[src/rtl/char_text_buffer_pkg.sv]
// Shared character codes, char_xy field layout and FSM state type for the
// runtime-writable text buffer.
package char_text_buffer_pkg;

   localparam logic [6:0] CHAR_BLANK   = 7'h20;
   localparam logic [6:0] CHAR_NEWLINE = 7'h0A;
   localparam logic [6:0] CHAR_NULL    = 7'h00;

   localparam int unsigned CHAR_COL_MSB = 7;
   localparam int unsigned CHAR_COL_LSB = 4;
   localparam int unsigned CHAR_ROW_MSB = 3;
   localparam int unsigned CHAR_ROW_LSB = 0;

   typedef enum logic {
      IDLE,
      CLEAR
   } ctb_state_t;

   function automatic logic [3:0] inc_wrap(input logic [3:0] v, input logic [3:0] last);
      return (v == last) ? 4'd0 : v + 4'd1;
   endfunction

endpackage

[src/rtl/char_text_buffer_ram.sv]
// Character storage: synchronous write, asynchronous read, addressed by
// {column,row}; only NUM_COLS*16 entries exist.
module char_ram #(
   parameter int unsigned NUM_COLS = 7
) (
   input  logic       clk,
   input  logic       we,
   input  logic [7:0] wr_addr,
   input  logic [6:0] wr_data,
   input  logic [7:0] rd_addr,
   output logic [6:0] rd_data
);

   localparam int unsigned DEPTH  = NUM_COLS * 16;
   localparam int unsigned ADDR_W = $clog2(DEPTH);
   localparam logic [8:0]  DEPTH_W = 9'(DEPTH);

   logic [6:0] mem [DEPTH];
   logic       wr_ok;
   logic       rd_ok;

   assign wr_ok = ({1'b0, wr_addr} < DEPTH_W);
   assign rd_ok = ({1'b0, rd_addr} < DEPTH_W);

   always_ff @(posedge clk) begin
      if (we && wr_ok) begin
         mem[wr_addr[ADDR_W-1:0]] <= wr_data;
      end
   end

   assign rd_data = rd_ok ? mem[rd_addr[ADDR_W-1:0]] : '0;

endmodule

[src/rtl/char_text_buffer.sv]
// Cursor-driven writable text buffer feeding the char_xy -> char_code read
// interface; a clear sequence fills every cell with FILL_CHAR after reset.
module char_text_buffer
   import char_text_buffer_pkg::*;
#(
   parameter int unsigned TEXT_SIZE_X  = 7,
   parameter int unsigned TEXT_SIZE_Y  = 1,
   parameter logic [6:0]  FILL_CHAR    = CHAR_BLANK,
   parameter logic [6:0]  NEWLINE_CHAR = CHAR_NEWLINE
) (
   input  logic       clk,
   input  logic       rst,
   input  logic       clear_req,
   input  logic       set_pos,
   input  logic [3:0] set_x,
   input  logic [3:0] set_y,
   input  logic       wr_valid,
   input  logic [6:0] wr_char,
   output logic       wr_ready,
   output logic       busy,
   input  logic [7:0] char_xy,
   output logic [6:0] char_code
);

   localparam int unsigned N     = TEXT_SIZE_X * TEXT_SIZE_Y;
   localparam int unsigned CNT_W = $clog2(N + 1);

   localparam logic [CNT_W-1:0] CNT_LAST = CNT_W'(N - 1);
   localparam logic [3:0]       X_LAST   = 4'(TEXT_SIZE_X - 1);
   localparam logic [3:0]       Y_LAST   = 4'(TEXT_SIZE_Y - 1);
   localparam logic [4:0]       X_LIM    = 5'(TEXT_SIZE_X);
   localparam logic [4:0]       Y_LIM    = 5'(TEXT_SIZE_Y);

   ctb_state_t       state, state_nxt;
   logic [CNT_W-1:0] clr_cnt, clr_cnt_nxt;
   logic [3:0]       clr_x, clr_x_nxt, clr_y, clr_y_nxt;
   logic [3:0]       cur_x, cur_x_nxt, cur_y, cur_y_nxt;

   logic       ram_we;
   logic [7:0] ram_wr_addr;
   logic [6:0] ram_wr_data;
   logic [6:0] ram_rd_data;
   logic       rd_in_range;
   logic       set_in_range;

   always_ff @(posedge clk) begin
      if (rst) begin
         state   <= CLEAR;
         clr_cnt <= '0;
         clr_x   <= '0;
         clr_y   <= '0;
         cur_x   <= '0;
         cur_y   <= '0;
      end else begin
         state   <= state_nxt;
         clr_cnt <= clr_cnt_nxt;
         clr_x   <= clr_x_nxt;
         clr_y   <= clr_y_nxt;
         cur_x   <= cur_x_nxt;
         cur_y   <= cur_y_nxt;
      end
   end

   assign set_in_range = ({1'b0, set_x} < X_LIM) && ({1'b0, set_y} < Y_LIM);
   assign wr_ready     = (state == IDLE) & ~clear_req & ~set_pos;
   assign busy         = (state == CLEAR);

   always_comb begin
      state_nxt   = state;
      clr_cnt_nxt = clr_cnt;
      clr_x_nxt   = clr_x;
      clr_y_nxt   = clr_y;
      cur_x_nxt   = cur_x;
      cur_y_nxt   = cur_y;
      ram_we      = 1'b0;
      ram_wr_addr = {cur_x, cur_y};
      ram_wr_data = wr_char;

      unique case (state)
         CLEAR: begin
            ram_we      = 1'b1;
            ram_wr_addr = {clr_x, clr_y};
            ram_wr_data = FILL_CHAR;
            // clr_x/clr_y track clr_cnt so no divider is needed for the address
            if (clear_req) begin
               clr_cnt_nxt = '0;
               clr_x_nxt   = '0;
               clr_y_nxt   = '0;
            end else if (clr_cnt == CNT_LAST) begin
               state_nxt = IDLE;
            end else begin
               clr_cnt_nxt = clr_cnt + 1'b1;
               clr_x_nxt   = inc_wrap(clr_x, X_LAST);
               if (clr_x == X_LAST) begin
                  clr_y_nxt = clr_y + 4'd1;
               end
            end
         end

         IDLE: begin
            if (clear_req) begin
               state_nxt   = CLEAR;
               clr_cnt_nxt = '0;
               clr_x_nxt   = '0;
               clr_y_nxt   = '0;
               cur_x_nxt   = '0;
               cur_y_nxt   = '0;
            end else if (set_pos) begin
               if (set_in_range) begin
                  cur_x_nxt = set_x;
                  cur_y_nxt = set_y;
               end
            end else if (wr_valid) begin
               if (wr_char == NEWLINE_CHAR) begin
                  cur_x_nxt = '0;
                  cur_y_nxt = inc_wrap(cur_y, Y_LAST);
               end else begin
                  ram_we    = 1'b1;
                  cur_x_nxt = inc_wrap(cur_x, X_LAST);
                  if (cur_x == X_LAST) begin
                     cur_y_nxt = inc_wrap(cur_y, Y_LAST);
                  end
               end
            end
         end

         default: state_nxt = CLEAR;
      endcase
   end

   char_ram #(
      .NUM_COLS (TEXT_SIZE_X)
   ) u_char_ram (
      .clk     (clk),
      .we      (ram_we),
      .wr_addr (ram_wr_addr),
      .wr_data (ram_wr_data),
      .rd_addr (char_xy),
      .rd_data (ram_rd_data)
   );

   assign rd_in_range = ({1'b0, char_xy[CHAR_COL_MSB:CHAR_COL_LSB]} < X_LIM) &&
                        ({1'b0, char_xy[CHAR_ROW_MSB:CHAR_ROW_LSB]} < Y_LIM);
   assign char_code   = rd_in_range ? ram_rd_data : CHAR_NULL;

endmodule

[config.mk]
export PLATFORM = sky130hd
export DESIGN_NAME = char_text_buffer
export DESIGN_NICKNAME = d
export VERILOG_FILES = /design/src/rtl/char_text_buffer_pkg.sv /design/src/rtl/char_text_buffer_ram.sv /design/src/rtl/char_text_buffer.sv
export SDC_FILE = /design/constraint.sdc
export NUM_CORES = 1
export LEC_CHECK = 0
export ABC_CLOCK_PERIOD_IN_PS = 5100
export BUFFER_PORTS_ARGS = -buffer_cell sky130_fd_sc_hd__buf_2
export CAP_MARGIN = 20
export CORE_AREA = 2 2 370 225
export CTS_CLUSTER_SIZE = 8
export DETAILED_ROUTE_END_ITERATION = 8
export DIE_AREA = 0 0 372 227
export PLACE_DENSITY_LB_ADDON = 0.2
export SYNTH_ARGS = -nofsm -noshare
export SYNTH_HDL_FRONTEND = slang
export SYNTH_SLANG_ARGS = --single-unit
export TNS_END_PERCENT = 100
[constraint.sdc]
create_clock -name clk -period 5.1 [get_ports clk]
set_input_delay 0.765 -clock clk [delete_from_list [all_inputs] [get_ports clk]]
set_output_delay 0.765 -clock clk [all_outputs]
set_load 0.01 [all_outputs]
# After elaboration in Yosys (flattened, before gate mapping)
# Memory sizes are Yosys's and may differ from the RTL's.
# Index checks and enable logic that the tools add are counted.
# Widths: inputs -> output; s select.
[op_classes] shifts=0 eq_ne=8 n_reduce_logical=10 n_bitwise=5 n_lt_le_gt_ge=6 mul=0 n_mux=41 add_sub_neg=5 n_div=0
[op_table] cell="$mux 4" count=20
[op_table] cell="$mux 7" count=3
[op_table] cell="$add 4x1->4 const B" count=4
[op_table] cell="$lt 8x7->1 const B" count=2
[op_table] cell="$pmux 4 s2" count=2
[op_table] cell="$mux 1" count=9
[op_table] cell="$mux 3" count=3
[op_table] cell="$eq 4x3->1 const B" count=2
[op_table] cell="$lt 4x1->1 const B" count=2
[op_table] cell="$lt 4x3->1 const B" count=2
[op_table] cell="$mux 8" count=1
[op_table] cell="$eq 7x4->1 const B" count=1
[op_table] cell="$ne 3x2->1 const B" count=2
[op_table] cell="$pmux 3 s2" count=1
[op_table] cell="$reduce_and 3->1" count=2
[op_table] cell="$logic_not 4->1" count=1
[op_table] cell="$pmux 1 s2" count=2
[op_table] cell="$reduce_and 4->1" count=1
[op_table] cell="$reduce_bool 4->1" count=1
[op_table] cell="$add 3x1->3 const B" count=1
[op_table] cell="$eq 3x3->1 const B" count=1
[op_table] cell="$logic_and 1x1->1" count=3
[op_table] cell="$ne 3x3->1 const B" count=1
[op_table] cell="$not 1->1" count=3
[op_table] cell="other kinds (4)" count=5
[word_totals] romBits=0 regBits=20 mem_count=1 elab_cells=82 input_bits=28 latch_bits=0 mem_bits_rw=784
[memory_table] name="u_char_ram.mem" words=112 word_bits=7 rd=1 rd_clocked_by_memory_dff=0 wr=1 line_no="char_text_buffer_ram.sv:18" text="logic [6:0] mem [DEPTH];"

# Depth between registers and ports, before layout
# Gate-level depths: netlist of run 1.
[depth] depth_word=9 mapped_depth=11 depth_no_buf=7

# Cells and area by module
# A second synthesis of run 1 with hierarchy kept.
[hier_totals] hier_cells=1642 area_unflattened_um2=32322.2
[modules_own_cells] mod="char_ram" area_each_um2=30885.9 instances=1 cells_per_inst=1480 seq_area_each_um2=23542.6
[modules_own_cells] mod="char_text_buffer" area_each_um2=1436.4 instances=1 cells_per_inst=162 seq_area_each_um2=400.4

# Worst setup path before layout of run 1
# No wires, ideal clock.
[synth_timing] kind="in2reg" start="input port wr_char[2]" end="memory u_char_ram.mem[0][2] (data pin)" cell_stages=1 required_ps=4352 arrival_ps=3499 setup_time_ps=748 slack_ps=854 cell_sequence="nor2b_1"
[synth_between] elab_chain_cells=1
[synth_rtl] element="start: declaration" line_no="char_text_buffer.sv:18" text="input logic [6:0] wr_char,"
[synth_rtl] element="$mux 7" line_no="char_text_buffer.sv:79" text="unique case (state)"
[synth_rtl] element="end: declaration" line_no="char_text_buffer_ram.sv:18"
# Every way passes these cells.

# Worst setup path in the final report of run 1
[layout_timing] start="input port char_xy[3]" end="output port char_code[5]"
[layout_between] elab_chain_cells=3
[layout_rtl] element="start: declaration" line_no="char_text_buffer.sv:21" text="input logic [7:0] char_xy,"
[layout_rtl] element="$mem_v2 112x7 (tied with other cells)"
[layout_rtl] element="$mux 7 / $logic_and 1x1->1 (equally long branches)" line_no="char_text_buffer_ram.sv:31, char_text_buffer.sv:142"
[layout_rtl] element="$mux 7 (*)" line_no="char_text_buffer.sv:144" text="assign char_code = rd_in_range ? ram_rd_data : CHAR_NULL;"
[layout_rtl] element="end: declaration" line_no="char_text_buffer.sv:22" text="output logic [6:0] char_code"
# Mark *: on every way between the ends. The rest lies on a longest branch, timed or not.

==> Implementation_results.wiki, run 1 <==
{| class="wikitable"
! Metric !! Value
|-
| Die Y || 227 um
|-
| IO Pins || 37
|-
| Status || complete, no violations
|-
| Clock tree skew after final layout || 0.0288 ns
|-
| CP peak stage delay || 0.94 ns
|-
| Top cell type's share of synthesized area || 0.725
|-
| Multi-input gate area in the final layout || 6880 um2
|-
| Power per standard cell area || 381 nW/um2
|-
| Critical Path Stages || 9
|-
| Final Max Slew Viols || 0
|-
| Floorplan Core Area || 81000 um2
|-
| Horiz. Die Dim || 372 um
|-
| Final Hold Slack || 0.397 ns
|-
| Post-Synthesis Net Count || 1523
|-
| DRT iter0 DRCs || 1865
|-
| Sinks on Clock Net || 700
|-
| Effective utilization at floorplan || 0.348
|-
| Minimum setup slack among reg-to-reg paths || 1.49 ns
|-
| Kind of critical path || primary input to primary output
|-
| Type of element capturing the critical path || primary output
|-
| Synth top area cells || edfxtp_1 (72%), mux4_2 (12%), mux2i_1 (3.1%)
|-
| Aggregate global routing overflow || 0
|-
| Biggest area consumer among synthesized cells || edfxtp_1
|-
| Unrepaired setup endpoints after global routing || no
|-
| Final Hold Vio Count || 0
|-
| Synth async-reset ratio || 0
|-
| Number of library cell types mapped by synthesis || 62
|-
| Root buffer cell || clkbuf_16
|-
| Global-route wire length before repair || 108000 um
|-
| Time the worst path needs with I/O delays and setup || 4.78 ns
|-
| Fill cell count || 7198
|-
| VDD IR-drop max || 0.248 mV
|-
| Cells on Worst Hold Path || 2
|-
| Total wire length || 75200 um
|-
| Via count of the first global-routing pass || 14.5k
|-
| Clock-pin slew on the worst setup and hold paths || 0.05 ns
|-
| # nets final || 1689
|-
| Rows || 81
|-
| Synthesized netlist cell count || 1486
|-
| Slew at the pin with the worst max-slew slack || 1.10 ns
|-
| Register area || 20800 um2
|-
| Endpoint of the worst register-to-register path || u_char_ram.mem[64][5]
|-
| Via density per instance || 5.43
|-
| Aggregate global-route resource usage || 0.181
|-
| Timing-limited maximum frequency || 209 MHz
|-
| Number of antenna violations at the first check in global routing || 2
|-
| Pin count of the biggest net entering global routing || 77
|-
| Detailed Place HPWL || 48600 um
|-
| Setup_tns || 0 ns
|-
| Detailed-routing iteration count for the pre-antenna-repair pass || 5
|-
| Fraction of layout cells with a size suffix above 1 || 0.256
|-
| Input/output buffers || 36
|-
| Startpoint of the lowest-slack hold path || rst
|-
| Area of the die || 84400 um2
|-
| Worst reg-to-reg path cell count || 5
|-
| Layout overhead on the synthesized area || 16.5%
|-
| Cell area after technology mapping || 28200 um2
|-
| Antenna diode count || 0
|-
| Reg-to-reg startpoint || busy
|-
| Post-cts sizing count || 0
|-
| Post-synthesis sequential area ratio || 0.739
|-
| Clock network latency to the later pin of the worst-skew pair || 0.67 ns
|-
| CP arrival || 4.01 ns
|-
| CP Launch Type || primary input
|-
| End of the worst hold path || cur_x[3]
|-
| Reported max-cap violation count || 0
|-
| Critical path buffer and inverter count || 4
|-
| Tightest slew margin relative to the limit || 0.256
|-
| Leakage component of the power || 0.0108 uW
|-
| Vias || 15.0k
|-
| Worst slack at placement || 0.384 ns
|-
| CTS buffer count || 97
|-
| Clock tree from TritonCTS || built
|-
| Average wire length per cell after detail routing || 27.3 um
|-
| Worst Setup SP || char_xy[3]
|-
| Post-layout worst setup margin || 0.323 ns
|-
| Path type of the worst min-delay path || primary input to flip-flop
|-
| EDFF count, synth || 680
|-
| DRC violations left || 0
|-
| Critical path required time || 4.34 ns
|-
| Final weighted congestion in routability-driven placement || 0.808
|-
| Longest Clk Path Bufs || 3
|-
| Number of setup buffers added after CTS || 0
|-
| Number of nets with antenna violations after detailed routing || 0
|-
| Gate family responsible for the most delay along the worst path || simple AND/OR/NAND/NOR gates
|-
| Cts hold-fix bufs || 0
|-
| Syn avg cell area || 19.0 um2
|-
| Synth warn || 0
|-
| Most used flip-flop cell after synthesis || edfxtp_1
|-
| Util after Layout || 0.405
|-
| Final period util || 0.937
|-
| Slowest CP cell || nor4b_1
|-
| Total Power || 12500 uW
|-
| H-tree Lvls || 3
|-
| Worst-path fanout max || 29
|-
| Series of cell instances along the critical path || buf_2, buf_4, and2_1, a22o_1, nor3_1, nor4b_1, a311oi_1, buf_4, buf_2
|-
| Final setup fails || 0
|-
| Post-synthesis sequential element count || 700
|}
## final cells by class
cell class / count / share of cell area
sequential: 700 / 0.634
clock inverter: 8 / 0.00457
tap: 1079 / 0.0411
clock buffer: 117 / 0.0762
inverter: 10 / 0.00114
multi-input combinational: 694 / 0.209
timing repair buffer: 149 / 0.0334
## kinds of logic after synthesis
group / Yosys count / share of synthesized area
DFF: 700 / 0.739
and+or+nand+nor: 298 / 0.0469
muxes: 242 / 0.153
AOI/OAI and AO/OA: 136 / 0.0357
buffers and inverters: 92 / 0.0187
xor gates and xnor gates: 9 / 0.00280
adders and majority gates: 9 / 0.00400
## cell usage in the layout (no fill, tap or decap), types with 6 or more instances in the layout
cell and n:
edfxtp_1 680, mux2_2 6, mux4_2 145, nor2b_4 6, nand3b_1 7, nor2_1 149, dfxtp_1 19, and2_1 7
mux2i_1 87, a21oi_1 20, inv_1 9, a221oi_1 8, a22oi_1 18, nand2_1 70, clkbuf_16 97, o221ai_1 6
a22o_1 14, buf_2 34, a211oi_1 8, nand2b_1 7, clkbuf_1 20, or2_2 7, o21ai_0 17, nand3_1 14
o31ai_1 9, ha_1 9, buf_4 108
## synth_stat cells, types with 5 or more instances
master,count
buf_1,9
nand3b_1,7
a221oi_1,8
a21oi_1,20
mux2_2,6
o31ai_1,9
and3_1,5
or2_2,8
a22o_1,14
nand3_1,14
inv_1,9
buf_6,13
dfxtp_1,20
nand2_1,70
mux4_2,145
a211oi_1,8
nand2b_1,7
buf_4,9
mux2i_1,87
o21ai_0,17
a22oi_1,18
o221ai_1,6
clkbuf_1,25
edfxtp_1,680
nand4_1,5
nor2b_1,11
xor2_1,5
nor2_1,149
ha_1,9
buf_2,24
and2_1,7
## worst max-delay path by stage
stage                                 to  slack, ns
floorplan           u_char_ram.mem[0][2]       0.85
global placement            char_code[5]       0.31
detailed placement          char_code[5]       0.38
CTS                         char_code[5]       0.38
global route                char_code[5]       0.22
finish                      char_code[5]       0.32
## sequential cells by signal (all words and copies together), names as in the netlist
signal          flops
clr_y               4
cur_x               4
clr_cnt             3
busy                1
cur_y               4
u_char_ram.mem    680
clr_x               4
## worst register-to-register path: stages (launching register included)
cell      delay, ns
dfxtp_2        0.99
o21ai_0        0.53
a221oi_1       0.62
nand2_1        0.12
buf_4          0.28
nor2_1         0.68
## metal layers
layer	track usage	wire [um]
met2	0.236	30200
met3	0.0523	6690
met4	0.0411	1200
met1	0.291	37100
met5	0	0
## where the power goes
| group | switching [uW] | internal [uW] |
|---|---|---|
| registers | 4.27 | 6230 |
| logic | 286 | 212 |
| clock network | 2330 | 3460 |
## per-stage QoR
stage                     cells  instance area (um2)
after floorplan            1486                28200
after global placement     2631                30200
after detailed placement   2631                30200
after CTS                  2756                32800
after global routing       2757                32800
final                      2757                32800
No activity file was read; power rests on OpenSTA's default activity.
==> run 2, diff against run 1 <==
--- a/config.mk
+++ b/config.mk
@@ -5,13 +5,14 @@
 export SDC_FILE = /design/constraint.sdc
 export NUM_CORES = 1
 export LEC_CHECK = 0
-export ABC_CLOCK_PERIOD_IN_PS = 5100
+export ABC_CLOCK_PERIOD_IN_PS = 6000
 export BUFFER_PORTS_ARGS = -buffer_cell sky130_fd_sc_hd__buf_2
 export CAP_MARGIN = 20
 export CORE_AREA = 2 2 370 225
 export CTS_CLUSTER_SIZE = 8
 export DETAILED_ROUTE_END_ITERATION = 8
 export DIE_AREA = 0 0 372 227
+export GPL_TIMING_DRIVEN = 0
 export PLACE_DENSITY_LB_ADDON = 0.2
 export SYNTH_ARGS = -nofsm -noshare
 export SYNTH_HDL_FRONTEND = slang
==> constraint.sdc (replaced) <==
create_clock -name clk -period 6 [get_ports clk]
set_input_delay 0.9 -clock clk [delete_from_list [all_inputs] [get_ports clk]]
set_output_delay 0.9 -clock clk [all_outputs]
set_load 0.01 [all_outputs]
==> Implementation_results.wiki, run 2 (synthesis results as in run 1) <==
{| class="wikitable"
! Metric !! Value
|-
| Effective utilization at floorplan || 0.348
|-
| Final Max Slew Viols || 0
|-
| Post-cts sizing count || 0
|-
| Proportion of power drawn by the clock network || 0.466
|-
| H-tree Lvls || 3
|-
| Slew at the pin with the worst max-slew slack || 1.24 ns
|-
| Root buffer cell || clkbuf_16
|-
| Fraction of layout cells with a size suffix above 1 || 0.225
|-
| Fin cells || 2748
|-
| Global-route wire length before repair || 116000 um
|-
| Total Power || 10800 uW
|-
| P_sw || 2260 uW
|-
| Commonest cells after routing, fill and taps aside || edfxtp_1 (680), nor2_1 (149), mux4_2 (145)
|-
| CP Launch Type || primary input
|-
| Total wire length || 82800 um
|-
| Worst-path fanout max || 10
|-
| Pin count of the biggest net entering global routing || 81
|-
| Number of antenna violations at the first check in global routing || 3
|-
| Power per standard cell area || 329 nW/um2
|-
| VDD IR-drop max || 0.194 mV
|-
| Via density per instance || 5.59
|-
| Detailed Place HPWL || 57400 um
|-
| Clock tree skew after final layout || 0.0240 ns
|-
| Clock network latency to the later pin of the worst-skew pair || 0.65 ns
|-
| Clock tree from TritonCTS || built
|-
| CTS buffer count || 97
|-
| Number of setup buffers added after CTS || 0
|-
| Cts hold-fix bufs || 0
|-
| Fill cell count || 7135
|-
| Path type of the worst min-delay path || flip-flop to flip-flop
|-
| Final setup fails || 0
|-
| Number of nets with antenna violations after detailed routing || 0
|-
| Combinational share of power || 0.043
|-
| Final Hold Vio Count || 0
|-
| Sequential power share || 0.491
|-
| Post-layout worst setup margin || 0.0110 ns
|-
| Rows || 81
|-
| Leakage component of the power || 0.0106 uW
|-
| Via count of the first global-routing pass || 15.1k
|-
| DRT iter0 DRCs || 2158
|-
| Area of the die || 84400 um2
|-
| Floorplan Core Area || 81000 um2
|-
| Sw Share || 0.209
|-
| Kind of critical path || primary input to primary output
|-
| Clock-pin slew on the worst setup and hold paths || 0.06 ns
|-
| Post-placement cell count || 2611
|-
| Detailed-routing iteration count for the pre-antenna-repair pass || 6
|-
| Time the worst path needs with I/O delays and setup || 5.99 ns
|-
| Longest Clk Path Bufs || 3
|-
| Most common cell after layout, fill and taps aside || edfxtp_1
|-
| Layout overhead on the synthesized area || 16.4%
|-
| Final period util || 0.998
|-
| Vias || 15.4k
|-
| Tightest slew margin relative to the limit || 0.162
|-
| CP arrival || 5.09 ns
|-
| Timing-limited maximum frequency || 167 MHz
|-
| Aggregate global-route resource usage || 0.199
|-
| Number of flip-flops in the largest register || 680
|-
| Average wire length per cell after detail routing || 30.1 um
|-
| Final weighted congestion in routability-driven placement || 0.894
|-
| Aggregate global routing overflow || 0
|-
| Reported max-cap violation count || 0
|-
| Total internal power || 8520 uW
|-
| # nets final || 1670
|-
| IO Pins || 37
|-
| Worst slack at placement || 0.239 ns
|-
| Type of element capturing the critical path || primary output
|-
| Critical path required time || 5.10 ns
|-
| Unrepaired setup endpoints after global routing || no
|-
| Antenna diode count || 0
|-
| Die Y || 227 um
|-
| DRC violations left || 0
|-
| Status || complete, no violations
|-
| Sinks on Clock Net || 700
|-
| Horiz. Die Dim || 372 um
|-
| Input/output buffers || 29
|}
run 2: cell types whose count changed in the layout (fill, tap and decap cells not counted), moves of 8 or more:
cell	delta
buf_6	+15
buf_4	-97
buf_12	+8
buf_1	+9
buf_2	+19
clkbuf_1	+34
run 2: critical path, stage by stage:
cell	delay, ns
buf_2	0.20
clkbuf_1	0.71
buf_2	0.61
mux4_2	0.42
a22o_1	0.19
o21ai_0	0.95
o311ai_1	0.43
a32o_1	0.46
buf_2	0.19
run 2: path summary, 6_finish.rpt:
| path | cells past startpoint | slack, ns | from | end |
|---|---|---|---|---|
| worst min-delay path | 2 | 0.52 | cur_x[3] | cur_x[3] |
| worst min register to register | 2 | 0.52 | cur_x[3] | cur_x[3] |
| worst max register to register | 7 | 1.99 | busy | u_char_ram.mem[76][4] |
| worst max-delay path | 9 | 0.01 | char_xy[2] | char_code[3] |
run 2: cell type report:
| cell class | count | area, um2 | area share |
|---|---|---|---|
| Sequential cell | 700 | 20800 | 0.635 |
| Tap cell | 1079 | 1350 | 0.0412 |
| Timing Repair Buffer | 48 | 513 | 0.0156 |
| Clock buffer | 133 | 2690 | 0.0820 |
| Multi-Input combinational cell | 694 | 6880 | 0.210 |
| Inverter | 10 | 37.5 | 0.00114 |
| Buffer | 82 | 490 | 0.0150 |
| Clock inverter | 2 | 13.8 | 0.000420 |
run 2: metal layers:
metal,track usage,vias up,part of all wire
li1,-,6328,-
met4,0.0514,0,0.022
met3,0.0691,116,0.11
met5,0,-,0
met1,0.311,8150,0.48
met2,0.258,778,0.39
run 2: per-stage QoR:
step | util | instance area [um2] | TNS, ns | hold slack [ns]
6_report | 0.405 | 32800 | 0 | 0.518
5_1_grt | 0.405 | 32800 | 0 | 0.588
4_1_cts | 0.405 | 32800 | 0 | 0.518
3_5_place_dp | 0.371 | 30100 | 0 | 0.506
3_3_place_gp | 0.366 | 29700 | -833.52 | 0.492
2_1_floorplan | - | 28200 | 0 | 0.466
run 2: power by group through the flow:
stage	clock network (uW)	logic [uW]	registers, uW
2_1_floorplan	0	276	5390
3_3_place_gp	0	452	5390
3_5_place_dp	0	456	5390
4_1_cts	5100	457	5300
5_1_grt	5310	481	5290
6_report	5020	464	5300
